[src/rtl/alu_pkg.sv]
// Shared definitions for the execute-stage ALU: opcode encoding and default datapath width.
package alu_pkg;

    localparam int ALU_WIDTH = 32;

    typedef enum logic [3:0] {
        ALU_AND  = 4'b0000,
        ALU_OR   = 4'b0001,
        ALU_ADD  = 4'b0010,
        ALU_XOR  = 4'b0011,
        ALU_SLL  = 4'b0100,
        ALU_SRL  = 4'b0101,
        ALU_SUB  = 4'b0110,
        ALU_SLT  = 4'b0111,
        ALU_SLTU = 4'b1000,
        ALU_SRA  = 4'b1001,
        ALU_NOR  = 4'b1100
    } alu_op_e;

endpackage

[src/rtl/alu_core_comb.sv]
// Purely combinational ALU datapath: result, zero detect and signed overflow for ADD/SUB.
module alu_core_comb
    import alu_pkg::*;
#(
    parameter int WIDTH = ALU_WIDTH
) (
    input  logic [WIDTH-1:0] a,
    input  logic [WIDTH-1:0] b,
    input  logic [3:0]       alu_control,
    output logic [WIDTH-1:0] result,
    output logic             zero,
    output logic             overflow
);

    localparam int SHW = $clog2(WIDTH);

    logic [WIDTH-1:0] sum;
    logic [WIDTH-1:0] diff;
    logic [SHW-1:0]   shamt;

    assign sum   = a + b;
    assign diff  = a - b;
    assign shamt = b[SHW-1:0];

    // SLT uses a true signed compare rather than the sign of diff, so it stays correct on overflow
    always_comb begin
        result   = '0;
        overflow = 1'b0;
        case (alu_control)
            ALU_AND:  result = a & b;
            ALU_OR:   result = a | b;
            ALU_ADD: begin
                result   = sum;
                overflow = (a[WIDTH-1] == b[WIDTH-1]) && (sum[WIDTH-1] != a[WIDTH-1]);
            end
            ALU_XOR:  result = a ^ b;
            ALU_SLL:  result = a << shamt;
            ALU_SRL:  result = a >> shamt;
            ALU_SUB: begin
                result   = diff;
                overflow = (a[WIDTH-1] != b[WIDTH-1]) && (diff[WIDTH-1] != a[WIDTH-1]);
            end
            ALU_SLT:  result = {{(WIDTH-1){1'b0}}, ($signed(a) < $signed(b))};
            ALU_SLTU: result = {{(WIDTH-1){1'b0}}, (a < b)};
            ALU_SRA:  result = $unsigned($signed(a) >>> shamt);
            ALU_NOR:  result = ~(a | b);
            default: begin
                result   = '0;
                overflow = 1'b0;
            end
        endcase
    end

    assign zero = (result == '0);

endmodule

[src/rtl/alu_32bit.sv]
// Execute-stage ALU top: combinational core followed by one register stage with a valid pipeline.
module alu_32bit
    import alu_pkg::*;
#(
    parameter int WIDTH = ALU_WIDTH
) (
    input  logic             clk,
    input  logic             reset,
    input  logic             in_valid,
    input  logic [WIDTH-1:0] a,
    input  logic [WIDTH-1:0] b,
    input  logic [3:0]       alu_control,
    output logic [WIDTH-1:0] result,
    output logic             zero_flag,
    output logic             overflow,
    output logic             out_valid
);

    logic [WIDTH-1:0] core_result;
    logic             core_zero;
    logic             core_overflow;

    logic [WIDTH-1:0] result_d,   result_q;
    logic             zero_d,     zero_q;
    logic             overflow_d, overflow_q;
    logic             valid_d,    valid_q;

    alu_core_comb #(
        .WIDTH(WIDTH)
    ) u_core (
        .a          (a),
        .b          (b),
        .alu_control(alu_control),
        .result     (core_result),
        .zero       (core_zero),
        .overflow   (core_overflow)
    );

    // Idle cycles keep the last result and flags; only out_valid drops
    always_comb begin
        result_d   = result_q;
        zero_d     = zero_q;
        overflow_d = overflow_q;
        valid_d    = in_valid;
        if (in_valid) begin
            result_d   = core_result;
            zero_d     = core_zero;
            overflow_d = core_overflow;
        end
    end

    always_ff @(posedge clk) begin
        if (reset) begin
            result_q   <= '0;
            zero_q     <= 1'b1;
            overflow_q <= 1'b0;
            valid_q    <= 1'b0;
        end else begin
            result_q   <= result_d;
            zero_q     <= zero_d;
            overflow_q <= overflow_d;
            valid_q    <= valid_d;
        end
    end

    assign result    = result_q;
    assign zero_flag = zero_q;
    assign overflow  = overflow_q;
    assign out_valid = valid_q;

endmodule

[config.mk]
export PLATFORM = sky130hd
export DESIGN_NAME = alu_32bit
export DESIGN_NICKNAME = d
export VERILOG_FILES = /design/src/rtl/alu_pkg.sv /design/src/rtl/alu_core_comb.sv /design/src/rtl/alu_32bit.sv
export SDC_FILE = /design/constraint.sdc
export NUM_CORES = 1
export LEC_CHECK = 0
export BUFFER_PORTS_ARGS = -buffer_cell sky130_fd_sc_hd__clkbuf_2
export CORE_UTILIZATION = 40
export DETAILED_ROUTE_END_ITERATION = 10
export GPL_TIMING_DRIVEN = 1
export PLACE_DENSITY = 0.61
export RECOVER_POWER = 25
export SYNTH_ARGS = -nofsm -noshare
export SYNTH_HDL_FRONTEND = slang
export SYNTH_SLANG_ARGS = --single-unit
[constraint.sdc]
create_clock -name clk -period 6.14 [get_ports clk]
set_clock_uncertainty 0.2 [all_clocks]
set_input_delay 0.614 -clock clk [delete_from_list [all_inputs] [get_ports clk]]
set_output_delay 0.614 -clock clk [all_outputs]
set_load 0.01 [all_outputs]
# After elaboration in Yosys (flattened, before gate mapping)
# Cells that the tools add are included.
# W data, S select, Z words.
[word_totals]
register_bits = 35
input_bits = 71
output_inout_bits = 35
elab_cells = 35
[classes]
n_addsub = 2
magnitude_cmp = 2
eq_ne = 14
shifts = 3
muxes = 2
n_bitwise = 4
reduce_logical = 4
[op_table]
columns = ["operator", "n"]
rows = [
  ["$pmux W32 S11", 1],
  ["$lt A32 B32 Y1", 2],
  ["$add A32 B32 Y32", 1],
  ["$and A32 B32 Y32", 1],
  ["$logic_not A32 Y1", 1],
  ["$not A32 Y32", 1],
  ["$or A32 B32 Y32", 1],
  ["$shl A32 B5 Y32", 1],
  ["$shr A32 B5 Y32", 1],
  ["$sshr A32 B5 Y32", 1],
  ["$sub A32 B32 Y32", 1],
  ["$xor A32 B32 Y32", 1],
  ["$eq A4 B3 Y1 const B", 4],
  ["$eq A4 B4 Y1 const B", 3],
  ["$eq A4 B2 Y1 const B", 2],
  ["$eq A4 B1 Y1 const B", 1],
  ["$logic_not A4 Y1", 1],
  ["$ne A1 B1 Y1", 3],
  ["$logic_and A1 B1 Y1", 2],
  ["$pmux W1 S2", 1],
  ["$eq A1 B1 Y1", 1],
]

# Logic depth before layout (Yosys ltp)
# Gate-level depths: netlist of run 1.
[depth]
ltp_word = 4
depth_mapped = 18
mapped_depth_nobuf = 14

# By module
# Synthesis of run 1 repeated with hierarchy kept, for this count alone.
[unflattened]
hier_cells = 1605
hier_area_um2 = 11701.2
[modules_own_cells]
columns = ["module", "instances", "cells_each", "area_each_um2"]
rows = [
  ["alu_core_comb", 1, 1493, 10436.3],
  ["alu_32bit", 1, 112, 1265.0],
]

# Worst setup path before layout of run 1
# No wires, ideal clock.
[synth_path]
kind = "input-to-reg"
startpoint = "input b[2]"
endpoint = "register zero_q, in the netlist zero_flag"
setup_ns = 0.084
arrival_ns = 4.906
required_time_ns = 5.856
path_slack_ns = 0.950
cell_stages = 18
n_path_buf = 5
cell_sequence = "clkbuf_1 inv_2 buf_2 buf_1 clkbuf_1 ha_1 clkbuf_1 nor2b_1 a2111o_1 a21boi_1 nor3_1 a32o_1 a211oi_1 nand4_1 or4_1 nor4_1 nand3_1 o31ai_2"
[synth_via]
elab_chain_cells = 4
elab_cells_between_ends = 13
cone_classes = "2 x add/sub; 2 x order compare; 3 x shift; 1 x mux; 4 x bitwise; 1 x reduce/logical"
[synth_rtl]
columns = ["element", "line", "rtl"]
rows = [
  ["from (decl)", "alu_32bit.sv:11", "input logic [WIDTH-1:0] b,"],
  ["parallel branches: the longest is 2 deep, another holds $sub A32 B32 Y32", "-", ""],
  ["$pmux W32 S11 *", "alu_core_comb.sv:29", "case (alu_control)"],
  ["$logic_not A32 Y1 *", "alu_core_comb.sv:54", "assign zero = (result == '0);"],
  ["to (signal assigned)", "alu_32bit.sv:60", "zero_q <= zero_d;"],
  ["to (decl)", "alu_32bit.sv:24", "logic zero_d, zero_q;"],
]
# Every way passes the cells marked *.
# A chain may end at the register's enable or synchronous reset.

# Worst setup path after layout of run 1
[layout_path]
startpoint = "input b[0]"
endpoint = "register zero_q, in the netlist zero_flag"
# Same word-level chain as after synthesis.

==> summary by stage, run 1 <==
Status
The run finished, with violations left. The checks that failed: DRC.

Pwr
The share of total power in the clock network is 15.2%. The switching power summed over all nets is 807.7 uW. The total power per unit cell area is 128.8 nW/um^2. The internal power of the cells totals 763.1 uW. The worst ir drop on vdd is 0.09419 mV. In this run, the combinational gates consume between 60% and 70% of the power. The net switching fraction of the power is 51.42%. The sequential share of power is 16.3%. In this run the static leakage power is a little over 0.005 uW.

The total chip power is 1571 uW.

Hold path
The tightest min-delay check is of the reg2reg type.

Clock network
The clock reaches the later pin of the worst-skew pair after 0.27 ns. Post-CTS timing repair inserted 0 buffers for setup. The number of clock buffers added by TritonCTS is 5. The post-cts hold buffer count is 0. The clock edge transition at the registers on the reported setup and hold paths is 0.05 ns. CTS placed an instance of sky130_fd_sc_hd__clkbuf_16 at the clock tree root. The number of gates resized after CTS was 0. The H-tree was split into 2 levels. Counting along the longest clock path gives a buffer depth of 2. The tree built by TritonCTS fans out to 35 sinks.

The CTS tree is done.

STA
The fraction of the cycle the final worst path needs is 84.54%. The number of endpoints failing setup at the final stage is 0. Measured against its own limit, the worst slew margin works out to 20.29%. The minimum hold slack is 0.2673 ns.

The slew at the pin closest to its max-slew limit is 1.191 ns. The accumulated negative setup slack is 0 ns. The routed design could run at a clock period as short as 5.191 ns.

Setup repair after global routing left no endpoint under its margin. The final max-slew violation count is 0. The final hold violation count came to 0. Based on the critical path, the design can be clocked at up to 0.1927 GHz.

GRT
The leftover overflow at the end of global routing is 0. The routing usage on met1 is between 50% and 60%. Global routing used 37.45% of the available tracks across all layers. The via count of the first global-routing pass is 12,333. The busiest layer in global routing is met2. Entering global routing, the biggest net connects 60 pins. The first global-routing pass estimated 81,410 um of wire.

The number of antenna violations at the first check in global routing is 0. Global routing consumed, on the met3 layer, roughly 6.1% of the routing resources. The met2 layer usage reported by global route is 56.93%.

Floorplanning
The die extent in x is between 150 and 200 um. The core region is 27,780 sq um. Measured along the y axis, the die boundary spans 169.9 um. The cell row count is 61. The floorplan die area is 28,870 sq um. The top-level port count is 106. The starting utilization of the core area is 40.60%.

Placement
Summed over all nets, the half-perimeter wirelength after detailed placement is 43,120 um. The weighted congestion at the end of routability-driven global placement is 1.044. The total of buffers placed on input and output ports is 105. The placement-stage cell area is around 12,000 sq um.

Critical path
Among cell families on the critical path, the largest total delay comes from compound AO/OA/AOI/OAI gates. STA puts the critical path data required time at just over 6 ns. The largest single stage delay on the critical path is 0.65 ns.

The largest driver fanout on the critical path is 31. The number of buffer and inverter stages on the critical path is 2. The classification of the worst setup path is in2reg. The highest-delay cell along the critical path is sky130_fd_sc_hd__a311oi_1.

STA classifies the critical path startpoint as a primary input. STA classifies the critical path endpoint as a flip-flop. The worst endpoint data arrival time is 5.18 ns. The signal on the critical path passes through buf_4 > inv_1 > ha_1 > mux2i_1 > o21ai_0 > a21oi_1 > o21ai_0 > a311oi_1 > nand3_1 > or4_1 > nor4_1 > nand3_1 > o31ai_2.

Route
After detailed routing, the average wire length per cell comes to 27.75 um. The via density per instance is between 6 and 7. The final wirelength is roughly 55,000 um. The via count of the routed design is 13,693. For this block, the initial DRC count from the detailed router was 2,105.

The number of detailed-route iterations in the first pass is 9. The number of nets still failing antenna checks after routing is 0. The total DRC errors in the routed layout is 2.

Synth
The synthesized design contains 0 enable-type register cells. The total of flip-flops plus latches after synthesis is 35. The most instantiated flip-flop cell in the synthesis netlist is sky130_fd_sc_hd__dfxtp_1. Counting every net in the synthesized netlist gives 1,759. Each instance of the synthesized netlist takes up on average about 7.1 sq um.

The synthesized netlist occupies a cell area of 11,280 sq um. The proportion of synthesized chip area in sequential cells is 6.213%. In the synthesized netlist the async set-or-reset flop fraction comes to 0%.

The distinct cell type count after synthesis is 94. Yosys printed 0 warnings. The number of instances in the synthesized netlist is roughly 1,600.

Final layout
The post-layout net count is 1,781. The fraction of layout instances using a drive strength above 1 is roughly 14%. After routing the design area is 12,190 sq um. From synthesis to final layout, the design area changed by 8.121%.

The number of antenna diodes in the final layout is 0.

Run
Max-cap violations in this run came to 0.
[metal layers]
metal / part of all wire, % / wire length, um
met1: 42 / 22880
met4: 5.3 / 2902
met2: 43 / 23760
met5: 0 / 0
met3: 10 / 5563
[area by class of cell]
type / instances / area [sq um]
Clock buffer: 7 / 132.6
Clock inverter: 1 / 5.005
Fill cell: 2965 / 15590
Inverter: 109 / 409.1
Multi-Input combinational cell: 1311 / 9639
Sequential cell: 35 / 700.7
Tap cell: 378 / 473.0
Timing Repair Buffer: 145 / 834.6
[worst paths after layout]
path                                 from        end  slack (ns)  cells after the start
worst max-delay path                 b[0]  zero_flag        0.95                     13
worst min-delay path             overflow   overflow        0.27                      2
worst max register to register  result[3]  result[3]        5.14                      2
worst min register to register   overflow   overflow        0.27                      2
[worst reg2reg max path, cell delays in order, from the launching register on]
cell and delay (ns):
sky130_fd_sc_hd__dfxtp_1 0.31, sky130_fd_sc_hd__or2_2 0.27, sky130_fd_sc_hd__o211a_1 0.12
[cell families after synthesis]
group	share of synthesized area, %
compound gates	32.90
fa+ha+maj	11.56
xor+xnor	0.5436
flops	6.213
simple gates	22.92
buf+inv	8.620
mux	17.24
[synth_stat cells, types with 16 or more instances]
cell                       number  area [sq um]
sky130_fd_sc_hd__nor2_1       138         518.0
sky130_fd_sc_hd__o21ai_0       78         390.4
sky130_fd_sc_hd__ha_1         101          1264
sky130_fd_sc_hd__dfxtp_1       35         700.7
sky130_fd_sc_hd__a31oi_1       16         100.1
sky130_fd_sc_hd__o22ai_1       22         137.6
sky130_fd_sc_hd__nand2_1      143         536.8
sky130_fd_sc_hd__o221ai_1      16         140.1
sky130_fd_sc_hd__nand4_1       24         150.1
sky130_fd_sc_hd__clkbuf_1      82         307.8
sky130_fd_sc_hd__buf_2         24         120.1
sky130_fd_sc_hd__inv_1        106         397.9
sky130_fd_sc_hd__a22oi_1       23         172.7
sky130_fd_sc_hd__mux2i_1       72         720.7
sky130_fd_sc_hd__mux4_2        31         698.2
sky130_fd_sc_hd__nor4_1        21         131.4
sky130_fd_sc_hd__nand3_1       38         190.2
sky130_fd_sc_hd__o211ai_1      23         172.7
sky130_fd_sc_hd__nor2b_1       23         143.9
sky130_fd_sc_hd__a21oi_1      126         630.6
sky130_fd_sc_hd__a211oi_1      49         367.9
sky130_fd_sc_hd__nor3_1        45         225.2
sky130_fd_sc_hd__mux2_2        33         371.6
[sequential cells by signal (all words and copies together) (netlist names)]
| name | count |
|---|---|
| result | 32 |
| out_valid | 1 |
| overflow | 1 |
| zero_flag | 1 |
[power groups by stage]
stage | Clock [uW] | Sequential (uW) | Combinational [uW]
final | 238 | 256 | 1080
after global routing | 256 | 258 | 1140
after CTS | 245 | 256 | 1040
after detailed placement | 0 | 261 | 1030
after global placement | 0 | 261 | 1040
after floorplan | 0 | 269 | 668
[cell usage in the layout, fill, tap and decap left out, drive strengths merged, types with 14 or more instances in the layout]
cell type | Yosys | final
mux2i | 73 | 73
nor2b | 23 | 23
a22oi | 23 | 23
o221ai | 16 | 16
a21oi | 127 | 127
nand4 | 24 | 24
a31oi | 17 | 17
buf | 48 | 42
nor3 | 45 | 45
o21ai | 80 | 80
clkbuf | 82 | 110
a211oi | 49 | 49
dfxtp | 35 | 35
a21o | 14 | 14
o22ai | 22 | 22
inv | 108 | 108
nand2 | 143 | 143
mux2 | 33 | 33
nor2 | 138 | 138
o211ai | 24 | 24
mux4 | 36 | 36
ha | 101 | 101
nand3 | 38 | 38
nor4 | 22 | 22
[metrics by stage]
stage	setup slack [ns]	std cells	utilization [%]
2_1_floorplan	0.9499	1585	-
3_3_place_gp	0.7812	1978	43.47
3_5_place_dp	0.7971	1978	43.47
4_1_cts	1.054	1986	43.97
5_1_grt	0.7252	1986	43.89
6_report	0.9493	1986	43.89
No activity file was read; power rests on OpenSTA's default activity.
==> run 2, diff against run 1 <==
ABC_AREA = 1   (was not set)
PLACE_DENSITY = 0.62   (was 0.61)
clock period = 4.2 ns   (was 6.14 ns; I/O delays follow)
==> run 2 against run 1 <==
  * The flow now finishes without violations
  * Power up 56%
  * Clock power up 92%
  * Via count up 18%
==> summary by stage, run 2 <==
Route
The via density per instance is 5.818 (-16%). The number of DRC markers in iteration 0 came to 1,935 (-8.1%). The final wirelength came to 63,500 um (+15%). The total DRC errors in the routed layout is 0 (-2). The routed length per instance is 22.88 um (-18%).

The number of detailed-route iterations in the first pass was 6 (-3). The number of nets still failing antenna checks after routing is 0 (unchanged). The via count of the routed design is 16,144 (+18%).

STA
The final max-slew violation count is 0 (unchanged). Dividing the final minimum period by the clock period gives 83.30%. The final hold violation count is 0 (unchanged). The number of endpoints failing setup at the final stage is 0 (unchanged). The worst slew margin relative to its limit is 41.03% (+21 points). The worst path needs 3.499 ns of the cycle, external delays included.

The accumulated negative setup slack was 0 ns (unchanged). The timing-limited maximum frequency is 0.2858 GHz. The slew at the pin closest to its max-slew limit is 0.8836 ns (-0.3077 ns). Setup repair after global routing left no endpoint under its margin.

Synth
The proportion of synthesized chip area in sequential cells is 5.818% (-0.39 points). The most used flip-flop cell after synthesis is sky130_fd_sc_hd__dfxtp_1. The total of flip-flops plus latches after synthesis came to 35 (unchanged). Ranked by total cell area, the synthesized netlist is headed by sky130_fd_sc_hd__nand2_1 22%, sky130_fd_sc_hd__nand3_1 19%, sky130_fd_sc_hd__ha_1 10%, sky130_fd_sc_hd__inv_1 9.8%, sky130_fd_sc_hd__nor2_1 7.7%. The average size of a mapped cell came to 5.140 sq um (-28%). The fraction of synthesized cell area taken by the top area cell type is 22.22% (+11 points).

The proportion of synthesized flip-flops having asynchronous set or reset is 0% (unchanged). The cell area after technology mapping is 12,040 sq um (+6.8%). The number of flops mapped to enable cells by yosys is 0 (unchanged). The distinct cell type count after synthesis is 53 (-44%).

The synthesized design spends more area on one cell type than any other, namely sky130_fd_sc_hd__nand2_1. After synthesis, the most frequently instantiated cells are 713 x sky130_fd_sc_hd__nand2_1, 468 x sky130_fd_sc_hd__nand3_1, 314 x sky130_fd_sc_hd__inv_1, 246 x sky130_fd_sc_hd__nor2_1, 101 x sky130_fd_sc_hd__ha_1. The net count after synthesis is 2,517 (+43%). The dominant cell by count in the synthesized netlist is sky130_fd_sc_hd__nand2_1. The number of warning messages in the yosys log is 0 (unchanged). The number of instances in the synthesized netlist is 2,343 (+48%).

Critical path
The classification of the worst setup path is in2reg. The largest driver fanout on the critical path is 5 (-84%). The critical path's most frequent cell is sky130_fd_sc_hd__nand2_1. The critical path goes through clkbuf_2 > ha_1 > inv_1 > fa_1 > inv_1 > nand3_1 > nand2_2 > nand2_1 > nand2_1 > nand2_1 > nand2_1 > nand2_1 > nand3_1 > nand3_1 > nor2_1 > nand3_1 > nor2_1 > nand3_1 > nor2_1 > nand2_1 > nand2_1. The biggest cell delay along the critical path came to 0.40 ns (-0.25 ns). The worst endpoint data arrival time was 3.53 ns (-1.65 ns). The kind of capture point of the worst setup path is a flip-flop. The kind of cell adding the most delay to the critical path is simple AND/OR/NAND/NOR gates. The data required time of the critical path was 4.23 ns (-1.90 ns). On the critical path, the stage with the largest delay is an instance of sky130_fd_sc_hd__fa_1. The number of buffer and inverter stages on the critical path was 3 (+1). The worst setup path is launched from a primary input.

Floorplanning
The core area is 29,640 sq um (+6.7%). The cell row count is 63 (+3.3%). The floorplan die area was 30,810 sq um (+6.7%). The die extent in x came to 175.5 um (+3.3%). The top-level port count is 106 (unchanged). The overall die height is 175.5 um (+3.3%). The starting utilization of the core area is 40.64% (about the same).

Clock network
The TritonCTS sink count was 35 (unchanged). The clock edge transition at the registers on the reported setup and hold paths was 0.07 ns (+0.02 ns). CTS placed an instance of sky130_fd_sc_hd__clkbuf_16 at the clock tree root. TritonCTS built the clock tree.

The H-tree level count is 2 (unchanged). The post-CTS resize count is 0 (unchanged). The buffer count from post-CTS setup fixing is 0 (unchanged).

The post-cts hold buffer count is 0 (unchanged). The clock tree buffer depth came to 2 (unchanged). The number of buffers created by CTS came to 5 (unchanged). The clock network latency to the later pin of the worst-skew pair is 0.29 ns (+0.02 ns).

Final layout
The most common cell after layout, fill and taps aside is sky130_fd_sc_hd__nand2_1. The fraction of layout instances using a drive strength above 1 came to 8.473% (-6.0 points). The final-layout fill cell count is 3,530 (+19%). The area taken by multi-input logic gates came to 9458 sq um (-1.9%).

The synthesis-to-finish area growth is 6.732%. The post-layout net count was 2,557 (+44%). The post-route cell area is 12,850 sq um (+5.4%). The number of flip-flops under the largest register name came to 32 (unchanged). The area occupied by registers is 700.7 sq um (unchanged). In the layout the commonest cells are 713 x sky130_fd_sc_hd__nand2_1, 468 x sky130_fd_sc_hd__nand3_1, 312 x sky130_fd_sc_hd__inv_1, 246 x sky130_fd_sc_hd__nor2_1, 101 x sky130_fd_sc_hd__ha_1.

GRT
The leftover overflow at the end of global routing is 0 (unchanged). The maximum number of pins on one net before global-route repair is 75 (+25%). The number of antenna violations at the first check in global routing came to 1 (+1).

The via count of the first global-routing pass is 14,642 (+19%). The first-pass GRT wire length is 92,120 um (+13%). The combined global-route utilization of all metal layers is 40.28% (+2.8 points).

Placement
The placed wire-length estimate is 52,650 um (+22%). The placement-stage cell area was 12,700 sq um (+5.2%). The total of buffers placed on input and output ports came to 105 (unchanged). The weighted congestion at the end of routability-driven global placement is 1.059 (+1.4%).

Pwr
The worst ir drop on vdd is 0.1426 mV (+51%). The leakage component of the power is 0.007210 uW (+42%). The total power per unit cell area is 190.6 nW/um^2 (+48%).

Status
The flow ran to the end, and the final reports show no timing, DRC or antenna violations.

Hold path
The min-delay analysis places its worst path in the category reg2reg.

Run
The total of max-cap violations is 0 (unchanged).
run 2: cell types whose count changed in the layout (fill, tap and decap cells not counted), moves of 17 or more:
| cell | delta |
|---|---|
| sky130_fd_sc_hd__mux2_2 | -33 |
| sky130_fd_sc_hd__inv_1 | +206 |
| sky130_fd_sc_hd__mux2i_1 | -72 |
| sky130_fd_sc_hd__nor2_1 | +108 |
| sky130_fd_sc_hd__nor4_1 | -17 |
| sky130_fd_sc_hd__a21oi_1 | -57 |
| sky130_fd_sc_hd__nand3_1 | +430 |
| sky130_fd_sc_hd__nand2_1 | +570 |
| sky130_fd_sc_hd__nor3_1 | -23 |
| sky130_fd_sc_hd__a22oi_1 | -23 |
| sky130_fd_sc_hd__a211oi_1 | -48 |
| sky130_fd_sc_hd__mux4_2 | -31 |
| sky130_fd_sc_hd__nor2b_1 | -23 |
run 2: cells by family (layout without fill, tap and decap cells):
logic type,count (synthesis),count (layout),share of synthesized area (%)
flip-flops,35,35,5.818
XOR/XNOR,6,6,0.4363
adder cells (fa/ha/maj),103,103,10.82
other,0,1,0
AO/OA/AOI/OAI,219,219,10.75
AND/OR/NAND/NOR,1548,1548,56.51
buffers and inverters,432,473,15.66
run 2: cell type report:
cell class	count	share of cell area [%]
sequential	35	5.451
tap	390	3.796
clock inverter	3	0.3699
timing repair buffer	141	6.317
antenna	1	0.01947
multi-input combinational	1876	73.57
clock buffer	5	0.9733
inverter	324	9.500
run 2: worst paths after layout:
check / from / end / slack [ns] / cells past startpoint
min: result[15] / result[15] / 0.28 / 2
max reg2reg: result[11] / result[11] / 2.99 / 4
min reg2reg: result[15] / result[15] / 0.28 / 2
max: b[0] / zero_flag / 0.70 / 21
run 2: metal layers:
layer | GRT usage [%] | vias to the layer above | routed length [um]
li1 | - | 7612 | -
met1 | 55.02 | 7521 | 27060
met2 | 66.50 | 891 | 28680
met3 | 4.156 | 120 | 5533
met4 | 11.70 | 0 | 2225
met5 | 0 | - | 0
run 2: worst reg2reg max path, cell delays in order, from the launching register on:
cell	delay [ns]
sky130_fd_sc_hd__dfxtp_1	0.35
sky130_fd_sc_hd__nor2_1	0.05
sky130_fd_sc_hd__nor2_1	0.21
sky130_fd_sc_hd__o21ai_0	0.24
sky130_fd_sc_hd__inv_1	0.10
run 2: through the flow:
stage	setup slack, ns	hold slack [ns]	util [%]	cells	power (uW)
after floorplan	1.321	0.3120	-	2343	1386
after global placement	0.4851	0.2685	42.85	2766	1948
after detailed placement	0.5166	0.2711	42.85	2766	1944
after CTS	0.8107	0.2872	43.44	2774	2398
after global routing	0.5526	0.3042	43.36	2774	2592
final	0.7014	0.2824	43.37	2775	2450
run 2: report_power, final:
| group | switching [uW] | leakage [uW] | total [uW] | internal [uW] |
|---|---|---|---|---|
| sequential | 14.7 | 0.000290 | 372 | 357 |
| combinational | 1180 | 0.00684 | 1620 | 446 |
| clock | 173 | 0.0000844 | 457 | 284 |
| total | 1360 | 0.00721 | 2450 | 1090 |
==> run 3, diff against run 2 <==
ABC_AREA = 0   (was 1)
PLACE_DENSITY = 0.63   (was 0.62)
clock period = 3.2 ns   (was 4.2 ns; I/O delays follow)
==> run 3 against run 2 <==
  * Critical endpoint unchanged
  * The flow now finishes with violations (setup timing)
  * Global-route usage rose by 3.7 points
  * Critical path depth is 4 lower
  * Largest power group unchanged
  * Wire length grew 3.1%
==> summary by stage, run 3 (synthesis gave the netlist of run 1 again) <==
STA
The final worst-path setup slack is -0.6282 ns (-1.330 ns). For this run, the top clock speed supported by timing is 0.2612 GHz. The slew at the pin closest to its max-slew limit was 0.9442 ns (+0.06054 ns). The number of endpoints failing setup at the final stage is 10 (+10). The final max-slew violation count came to 0 (unchanged). The final critical path takes up 119.6% of the cycle.

Setup repair after global routing could not meet its margin everywhere. The final critical path time including I/O delays and setup is approximately 3.8 ns. The minimum hold slack is 0.2728 ns (-0.009516 ns). The worst slew margin relative to its limit is 35.43% (-5.6 points). The final hold violation count was 0 (unchanged).

Critical path
The largest driver fanout on the critical path is 8 (+3). The cell depth of the worst setup path is 17 (-19%). The critical path is of the in2reg type. The startpoint identified for the worst register-to-register timing path is result[3]. The endpoint identified for the worst register-to-register timing path is result[3]. The worst setup path is launched from a primary input. The register-to-register setup slack came to 2.19 ns (-0.80 ns). The worst endpoint data arrival time is 3.83 ns (+0.30 ns). Walking the worst path, the cells encountered are buf_6 > buf_12 > buf_12 > buf_4 > nor3_1 > a21oi_1 > a31oi_1 > buf_4 > o21ai_0 > a311oi_1 > buf_4 > nand3_1 > or4_4 > nor4_4 > buf_4 > nand3_1 > o31ai_2. The worst setup path is captured at a flip-flop.

The length in cells of the worst reg-to-reg path is 2 (-2). The critical path's most frequent cell is sky130_fd_sc_hd__buf_4. The largest individual stage delay along the critical path comes from the cell sky130_fd_sc_hd__nor3_1. In this run the worst setup path terminates at zero_flag. The data required time of the critical path is 3.21 ns (-1.02 ns). The critical path starts at b[0]. The number of buffer and inverter stages on the critical path was 7 (+4). The biggest cell delay along the critical path was 0.53 ns (+0.13 ns). The kind of cell adding the most delay to the critical path is simple AND/OR/NAND/NOR gates.

Pwr
The worst ir drop on vdd is 0.2036 mV (+43%). The design internal power is 2409 uW (+120%). The switching power summed over all nets was 1984 uW (+46%). The sequential share of power came to 11.2% (-4.0 points). The total power per unit cell area came to 237.3 nW/um^2 (+24%). The combinational group share of total power was 75.8% (+9.6 points). The share of total power in the clock network is 13.0% (-5.6 points).

The net switching fraction of the power is 45.16% (-10 points). The leakage component of the power is 0.008362 uW (+16%).

Route
The number of detailed-route iterations in the first pass came to 8 (+2). The number of DRC markers in iteration 0 was 2,227 (+15%). The routed length per instance was 25.14 um (+9.9%). The detailed-routed wire length on met3 came to 6046 um (+9.3%). The amount of wire on met2 after detailed routing came to 28,650 um (-0.12%). The via density per instance is 6.312 (+8.5%). The number of nets still failing antenna checks after routing is 0 (unchanged). The total DRC errors in the routed layout is 0 (unchanged). The final wirelength is 65,460 um (+3.1%). The via count of the routed design is 16,437 (+1.8%).

The wire length on met1 was 26,470 um (-2.2%). In this run the top signal layer used is met4.

Run
The total of max-cap violations is 0 (unchanged).

Floorplanning
The cell row count is 61 (-3.2%). The top-level port count is 106 (unchanged). The core area is 27,780 sq um (-6.3%). The die extent in x is 169.9 um (-3.2%). The overall die height is 169.9 um (-3.2%).

The floorplan die area is 28,870 sq um (-6.3%). The starting utilization of the core area is 40.60% (about the same).

GRT
The combined global-route utilization of all metal layers is 44.02% (+3.7 points). The maximum number of pins on one net before global-route repair is 57 (-24%). The number of antenna violations at the first check in global routing came to 0 (-1).

The via count of the first global-routing pass is 15,547 (+6.2%). The first-pass GRT wire length is 95,050 um (+3.2%). The leftover overflow at the end of global routing is 0 (unchanged).

Final layout
The post-route cell area came to 18,520 sq um (+44%). The most common cell after layout, fill and taps aside is sky130_fd_sc_hd__buf_4. The number of flip-flops under the largest register name is 32 (unchanged). The post-layout net count is 2,399 (-6.2%).

The share of the core filled with cells in the final layout is 66.65% (+23 points). The number of antenna repair diodes is 0 (-1). The final-layout fill cell count is 2,518 (-29%). The synthesis-to-finish area growth is 64.19%.

In the layout the commonest cells are 624 x sky130_fd_sc_hd__buf_4, 141 x sky130_fd_sc_hd__nand2_1, 133 x sky130_fd_sc_hd__nor2_1, 108 x sky130_fd_sc_hd__a21oi_1, 84 x sky130_fd_sc_hd__inv_1. The fraction of layout instances using a drive strength above 1 is 46.68% (+38 points).

Clock network
The tree is rooted in a sky130_fd_sc_hd__clkbuf_16. The TritonCTS sink count is 35 (unchanged). The H-tree level count is 2 (unchanged).

The post-cts hold buffer count is 0 (unchanged). The number of buffers created by CTS is 5 (unchanged). The clock tree buffer depth is 2 (unchanged). The clock edge transition at the registers on the reported setup and hold paths came to 0.06 ns (about the same). The CTS tree is done. The clock network latency to the later pin of the worst-skew pair is 0.29 ns (about the same).

Status
The flow ran to the end, but the final reports show violations. The final reports fail on setup timing.

Placement
The placed wire-length estimate is 52,910 um (+0.49%). The weighted congestion at the end of routability-driven global placement was 1.082 (+2.2%). The placement-stage cell area was 16,640 sq um (+31%). The worst setup slack before clock tree synthesis came to -1.118 ns (-1.635 ns). The total of buffers placed on input and output ports came to 105 (unchanged).

Hold path
The path type of the worst min-delay path is reg2reg.
run 3: layout make-up:
cell class,instances,area [sq um],share of cell area (%)
multi-input combinational,1311,10900,58.86
timing repair buffer,763,5817,31.41
sequential,35,700.7,3.784
tap,378,473.0,2.554
inverter,109,457.9,2.473
clock buffer,5,125.1,0.6757
clock inverter,3,43.79,0.2365
run 3: layer usage:
| layer | global-route usage [%] | up-vias |
|---|---|---|
| met2 | 69.46 | 1056 |
| met4 | 25.23 | 0 |
| met1 | 56.66 | 7868 |
| met3 | 7.116 | 199 |
| met5 | 0 | - |
| li1 | - | 7314 |
run 3: worst min-delay path by stage:
stage                  start        to  cells past startpoint
finish              overflow  overflow                      2
global placement    overflow  overflow                      2
floorplan           overflow  overflow                      2
detailed placement  overflow  overflow                      2
global route        overflow  overflow                      2
CTS                 overflow  overflow                      2
run 3: worst reg2reg max path, stage by stage (launching register included):
cell and delay, ns:
sky130_fd_sc_hd__dfxtp_1 0.32, sky130_fd_sc_hd__or2_2 0.27, sky130_fd_sc_hd__o211a_1 0.12
run 3: power by group through the flow:
stage / combinational [uW] / clock [uW] / sequential (uW)
2_1_floorplan: 1340 / 0 / 516
3_3_place_gp: 2840 / 0 / 500
3_5_place_dp: 2850 / 0 / 501
4_1_cts: 3040 / 570 / 492
5_1_grt: 3480 / 588 / 496
6_report: 3330 / 572 / 492
run 3: stage by stage:
stage / cells / total power, uW / TNS [ns]
2_1_floorplan: 1585 / 1854 / -2.540
3_3_place_gp: 2558 / 3337 / -12.57
3_5_place_dp: 2558 / 3354 / -13.58
4_1_cts: 2589 / 4098 / -1.726
5_1_grt: 2604 / 4567 / -2.770
6_report: 2604 / 4393 / -1.906
run 3: repair_timing:
item,4_1_cts,5_1_grt
resized for setup,141,175
gates cloned,2,0
setup endpoints to repair,22,16
pin swaps,35,66
setup buffers,21,19
